### src/rtl/seq_detect_prog.sv
// seq_detect_prog: programmable Mealy sequence detector (din/din_valid stream in; cfg_pattern/cfg_len/cfg_overlap loaded by cfg_load; match, saturating match_count, armed out)
module seq_detect_prog #(
    parameter int SYM_W = 1,
    parameter int MAX_LEN = 8,
    parameter int CNT_W = 16,
    localparam int LEN_W = $clog2(MAX_LEN + 1)
) (
    input  logic                     clk,
    input  logic                     rst,
    input  logic                     din_valid,
    input  logic [SYM_W-1:0]         din,
    input  logic                     cfg_load,
    input  logic [MAX_LEN*SYM_W-1:0] cfg_pattern,
    input  logic [LEN_W-1:0]         cfg_len,
    input  logic                     cfg_overlap,
    output logic                     match,
    output logic [CNT_W-1:0]         match_count,
    output logic                     armed
);
    typedef enum logic [1:0] {DISABLED, PRIMING, ARMED} ctl_t;
    logic [MAX_LEN*SYM_W-1:0]     pat;
    logic [LEN_W-1:0]             len;
    logic [LEN_W-1:0]             fill;
    logic                         ovl;
    logic [(MAX_LEN-1)*SYM_W-1:0] hist;
    logic [MAX_LEN*SYM_W-1:0]     shifted;
    logic [CNT_W-1:0]             cnt;
    ctl_t                         ctl;
    logic                         hit;
    logic                         accept;
    assign accept      = din_valid & ~cfg_load;
    assign shifted     = {hist, din};
    assign match       = accept & (ctl == ARMED) & hit;
    assign armed       = ctl == ARMED;
    assign match_count = cnt;
    always_comb begin
        ctl = (len == '0 || len > LEN_W'(MAX_LEN)) ? DISABLED :
              (({1'b0, fill} + 1'b1) >= {1'b0, len} ? ARMED : PRIMING);
        hit = din == pat[SYM_W-1:0];
        for (int i = 1; i < MAX_LEN; i++)
            if (i < int'(len)) hit = hit & (hist[(i-1)*SYM_W +: SYM_W] == pat[i*SYM_W +: SYM_W]);
    end
    always_ff @(posedge clk) begin
        if (rst) begin
            pat  <= '0;
            len  <= '0;
            ovl  <= 1'b0;
            hist <= '0;
            fill <= '0;
            cnt  <= '0;
        end else if (cfg_load) begin
            pat  <= cfg_pattern;
            len  <= cfg_len;
            ovl  <= cfg_overlap;
            fill <= '0;
            cnt  <= '0;
        end else if (din_valid) begin
            hist <= shifted[(MAX_LEN-1)*SYM_W-1:0];
            fill <= (match & ~ovl) ? '0 : (fill == LEN_W'(MAX_LEN) ? fill : fill + 1'b1);
            if (match && cnt != '1) cnt <= cnt + 1'b1;
        end
    end
endmodule

### config.mk
export PLATFORM = sky130hd
export DESIGN_NAME = seq_detect_prog
export DESIGN_NICKNAME = d
export VERILOG_FILES = /design/src/rtl/seq_detect_prog.sv
export SDC_FILE = /design/constraint.sdc
export NUM_CORES = 1
export LEC_CHECK = 0
export ABC_AREA = 1
export CELL_PAD_IN_SITES_DETAIL_PLACEMENT = 1
export CELL_PAD_IN_SITES_GLOBAL_PLACEMENT = 2
export CORE_MARGIN = 2
export CORE_UTILIZATION = 35
export CTS_CLUSTER_DIAMETER = 200
export DETAILED_ROUTE_END_ITERATION = 16
export DONT_BUFFER_PORTS = 1
export GPL_ROUTABILITY_DRIVEN = 1
export PLACE_DENSITY = 0.8
export RECOVER_POWER = 50
export SKIP_LAST_GASP = 1
export SYNTH_ARGS = -nofsm -noshare
export SYNTH_HDL_FRONTEND = slang
export SYNTH_SLANG_ARGS = --single-unit
### constraint.sdc
create_clock -name clk -period 2.55 [get_ports clk]
set_input_delay 0.3825 -clock clk [delete_from_list [all_inputs] [get_ports clk]]
set_output_delay 0.3825 -clock clk [all_outputs]
set_load 0.02 [all_outputs]
Yosys cells after proc, flatten, opt, wreduce, memory -nomap -nowiden
Index checks and enable logic that the tools add are counted.
Widths: inputs -> output; s select.
{ "word_totals": {"regBits": 40, "input_bits": 18, "output_inout_bits": 18, "elab_cells": 61} }
{ "op_classes": {"addsub": 3, "order_cmp": 9, "eq_ne": 12, "muxes": 11, "n_bitwise": 13, "n_reduce_logical": 7} }
{ "op_table": {"columns": ["operator", "count"], "rows": [
  ["$add 16x1->16 const B", 1],
  ["$lt 3x4->1 const A", 4],
  ["$ne 16x16->1 const B", 1],
  ["$and 1x1->1", 11],
  ["$eq 1x1->1", 8],
  ["$lt 2x4->1 const A", 2],
  ["$mux 4", 2],
  ["$mux 1", 7],
  ["$reduce_and 2->1", 3],
  ["$add 4x1->5 const B", 1],
  ["$ge 5x4->1", 1],
  ["$add 4x1->4 const B", 1],
  ["$eq 4x4->1 const B", 1],
  ["$gt 4x4->1 const B", 1],
  ["$logic_not 4->1", 1],
  ["$lt 1x4->1 const A", 1],
  ["$mux 2", 2],
  ["$eq 2x2->1 const B", 1],
  ["$ne 2x2->1 const B", 1],
  ["$not 1->1", 2],
  ["$reduce_or 2->1", 1],
  ["$logic_and 1x1->1", 1],
  ["$logic_or 1x1->1", 1]
]} }

Depth between registers and ports, before layout
{ "depth": {"word_depth": 19, "mapped_depth": 14, "depth_no_buf": 14} }

Worst setup path after synthesis
Ideal clock, no wire load.
{ "synth_path": {"kind": "flip-flop to flip-flop", "start": "register fill[0]", "end": "register cnt[12], in the netlist match_count[12]", "setup_ns": 0.070, "t_arrival_ns": 2.125, "required_time_ns": 2.480, "path_slack_ns": 0.355, "path_stages_with_launch": 15, "path_buffers": 1, "period_less_slack_ns": 2.195, "cell_sequence": "dfxtp_1 -> ha_1 -> xor2_1 -> ha_1 -> nand2_1 -> nor2_1 -> nand2_1 -> nand4_1 -> nand2_1 -> nor3_4 -> nand2_4 -> inv_6 -> buf_12 -> nand2_2 -> a21oi_2"} }
{ "synth_between": {"elab_chain_len": 9} }
{ "synth_lines": {"columns": ["element", "line_no", "rtl"], "rows": [
  ["start, declared", "23", "logic [LEN_W-1:0] fill;"],
  ["start signal, assigned", "59", "fill <= (match & ~ovl) ? '0 : (fill == LEN_W'(MAX_LEN) ? fill : fill + 1'b1);"],
  ["$add 4x1->5", "38", "(({1'b0, fill} + 1'b1) >= {1'b0, len} ? ARMED : PRIMING);"],
  ["$ge 5x4->1", "38", null],
  ["$mux 2", "38", null],
  ["$mux 2", "37", "ctl = (len == '0 || len > LEN_W'(MAX_LEN)) ? DISABLED :"],
  ["$eq 2x2->1", "33", "assign match = accept & (ctl == ARMED) & hit;"],
  ["$and 1x1->1 (2 in a row)", "33", null],
  ["named net match", "16", "output logic match,"],
  ["$logic_and 1x1->1", "60", "if (match && cnt != '1) cnt <= cnt + 1'b1;"],
  ["$reduce_and 2->1 (no line)", null, null],
  ["end signal, assigned", "60", null],
  ["end, declared", "27", "logic [CNT_W-1:0] cnt;"]
]} }
The timed path passes the listed nets, and every way through them passes these cells.
A chain may end at the register's enable or synchronous reset.

Worst setup path after layout
{ "layout_path": {"start": "register fill[0]", "end": "output match"} }
{ "layout_between": {"elab_chain_len": 7} }
{ "layout_lines": {"columns": ["element", "line_no"], "rows": [
  ["$add 4x1->5", "38"],
  ["$ge 5x4->1", "38"],
  ["$mux 2", "38"],
  ["$mux 2", "37"],
  ["$eq 2x2->1", "33"],
  ["$and 1x1->1 (2 in a row)", "33"],
  ["end, declared", "16"]
]} }
Every way passes these cells.

==> results.py <==
metrics = {
    "setup_path": {
        "critPathLaunchType": "register",
        "endpoint_kind": "primary output",
        "cp.arrival_ps": 2100,
        "crit_family": "simple AND/OR/NAND/NOR gates",
        "path_max_fanout": 5,
        "cp_common_cell": "nand4_1",
        "worstSetupPathType": "reg -> out",
        "path_buf_inv": 2,
        "cpPeakStageDelay_ps": 370,
        "crit_slowest_cell": "dfxtp_4",
        "cp_data_required_time_ps": 2170,
        "path_cells": "ha_4 -> xor2_2 -> ha_1 -> nand2_1 -> inv_1 -> nand4_1 -> nand4_1 -> nand2_2 -> nor3_4 -> buf_6",
    },
    "finish": {
        "antenna_cells": 0,
        "syn_to_final_growth_pct": 12.6,
        "stdcell_count": 411,
        "fin_nets": 359,
        "fin_util_pct": 40.1,
        "drive_gt1_share_pct": 16.2,
        "fill_cells": 805,
    },
    "sta": {
        "relSlewSlack_pct": 55.6,
        "finalCriticalPeriod_ps": 2480,
        "worstMarginPinSlew_ps": 666,
        "holdWs_ps": 224,
        "setup_ws_ps": 65.1,
        "setup_viol": 0,
        "max_clock_freq_mhz": 402,
        "skew_ps": 9.48,
        "rsz0062_at_grt": "yes",
        "hold_viol_final": 0,
        "period_share_pct": 97.4,
        "maxSlewViolCount": 0,
    },
    "place": {
        "port_buffers": 0,
        "hpwl_um": 4320,
        "preCtsSetupSlack_ps": 183,
        "post-place-cells": 403,
        "gp_congestion": 0.841,
    },
    "floorplan": {
        "core_um2": 6280,
        "die_y_um": 84.0,
        "die_area_um2": 7050,
        "num_io_pins": 36,
        "dieWidth_um": 84.0,
        "rows": 29,
        "start_util_pct": 35.6,
    },
    "yosys": {
        "async_flop_share_pct": 0,
        "synth_top_cell_by_area": "dfxtp_1",
        "synthCells": 320,
        "syn_avg_cell_area_um2": 6.99,
        "syn_nets": 345,
        "yosysSeqAreaShare_pct": 35.8,
        "ys_types": 27,
        "yosys_warnings": 0,
        "synth_seq_cells": 40,
        "synth_common_cells": "nand2_1 (78), nor2_1 (50), dfxtp_1 (40), inv_1 (26), a21oi_1 (22)",
        "synth.most_common_cell": "nand2_1",
        "synth_top_area_share_pct": 35.8,
        "synth-edff-count": 0,
        "ys.flop_type": "dfxtp_1",
        "syn_area_um2": 2240,
        "yosys-top-cells-area": "dfxtp_1 (36%), nand2_1 (13%), nor2_1 (8.4%), a21oi_1 (4.9%), o21ai_0 (4.7%)",
    },
    "drt": {
        "wl_met1_um": 2870,
        "routed-wl-met2_um": 2530,
        "avgRoutedWirePerCell_um": 13.9,
        "ant_nets": 0,
        "drt_iter0_drc": 57,
        "drcViolationCount": 0,
        "wl_met3_um": 233,
        "vias_per_cell": 4.94,
        "vias": 2031,
        "wl_um": 5710,
        "dr.max_layer_used": "met4",
        "drt_pre_antenna_iters": 4,
    },
    "clock_network": {
        "cts_sinks": 40,
        "clock_latency_ps": 290,
        "clk_pin_slew_ps": 80,
        "cts_buffers": 5,
        "htreeDepth": 2,
        "cts_root_buf": "clkbuf_8",
        "cts_buffer_depth": 2,
        "cts_tree": "done",
    },
    "global_route": {
        "grt_antenna_before_repair": 0,
        "grt_first_pass_wirelength_um": 9880,
        "grt_pass1_vias": 2046,
        "grt_max_degree": 21,
        "overflow": 0,
        "grt_use_total_pct": 17.2,
    },
    "pwr": {
        "pwr_density_cell_nw_per_um2": 497,
        "vdd_drop_max_uv": 204,
        "p_leak_uw": 0.000997,
        "total_power_uw": 1250,
    },
    "outcome": {
        "status": "complete, no violations",
    },
    "flow_run": {
        "maxCapViolations": 0,
    },
    "min_path": {
        "hold_path_class": "in -> reg",
    },
}
cells by family (layout without fill, tap and decap cells):
family	Yosys count	count (layout)	synth area share, %
flip-flops	40	40	35.8
XOR/XNOR	19	19	7.44
adder cells (fa/ha/maj)	7	7	3.91
buffers and inverters	38	52	7.83
AO/OA/AOI/OAI	51	51	12.8
AND/OR/NAND/NOR	165	165	32.3
worst register-to-register path, cell delays in order, from the launching register on:
cell     delay [ps]
dfxtp_4         370
ha_4            180
xor2_2          150
ha_1            320
nand2_1          60
inv_1            50
nand4_1         100
nand4_1         130
nand2_2          90
nor3_4          210
buf_4           150
nand2_4         130
inv_6           190
nand2_1          80
a21oi_1         110
metal layers:
layer,vias to the layer above,global-route usage [%]
met5,-,0
met4,0,3.96
met3,9,4.06
met2,31,26.4
met1,945,24.5
li1,1046,-
stage by stage:
stage | setup TNS, ps | cell area (um^2)
after detailed placement | 0 | 2380
after floorplan | 0 | 2240
after global routing | -187 | 2520
final | 0 | 2520
after CTS | 0 | 2460
after global placement | 0 | 2380
repair_timing:
action                                 4_1_cts  5_1_grt
endpoints found under the hold margin        0        0
pin swaps                                    0        5
gates resized for setup                      1       11
gates cloned                                 0        0
setup endpoints to repair                    1        2
buffers inserted                             0        1
hold buffers                                 0        0
state kept, by name, indices dropped and copies added (netlist names):
signal / cells
match_count: 16
hist: 7
fill: 4
ovl: 1
len: 4
pat: 8
worst paths after layout:
path                                           start                          end  slack (ps)  depth (start not counted)
worst max-delay path            fill[0]$_SDFFE_PP0P_                        match          70                         10
worst max register to register  fill[0]$_SDFFE_PP0P_  match_count[2]$_SDFFE_PP0P_         140                         14
worst min register to register   pat[0]$_SDFFE_PP0P_          pat[0]$_SDFFE_PP0P_         480                          2
worst min-delay path                  cfg_pattern[1]          pat[1]$_SDFFE_PP0P_         220                          2
placed cells by master, fill, tap and decap left out, drive strengths merged:
master / n
nand4: 4
nand3: 15
clkinvlp: 1
clkinv: 1
xnor2: 8
nor3b: 1
buf: 12
nor3: 4
nand2: 88
xor2: 11
ha: 7
nor2: 52
dfxtp: 40
clkbuf: 8
inv: 30
a21oi: 30
o21ai: 21
nor4: 1
power by group:
part / switching, uW / total (uW) / internal, uW
sequential: 20.3 / 668 / 648
clock: 223 / 409 / 185
combinational: 110 / 174 / 63.5
total: 354 / 1250 / 897
area by class of cell:
| type | count | area, um^2 | share of cell area (%) |
|---|---|---|---|
| Inverter | 30 | 118 | 4.67 |
| Sequential cell | 40 | 810 | 32.1 |
| Multi-Input combinational cell | 242 | 1310 | 52.0 |
| Clock buffer | 5 | 68.8 | 2.73 |
| Tap cell | 77 | 96.3 | 3.83 |
| Clock inverter | 2 | 12.5 | 0.497 |
| Timing Repair Buffer | 15 | 105 | 4.17 |
Note: power is estimated with default switching activity, not from simulation.
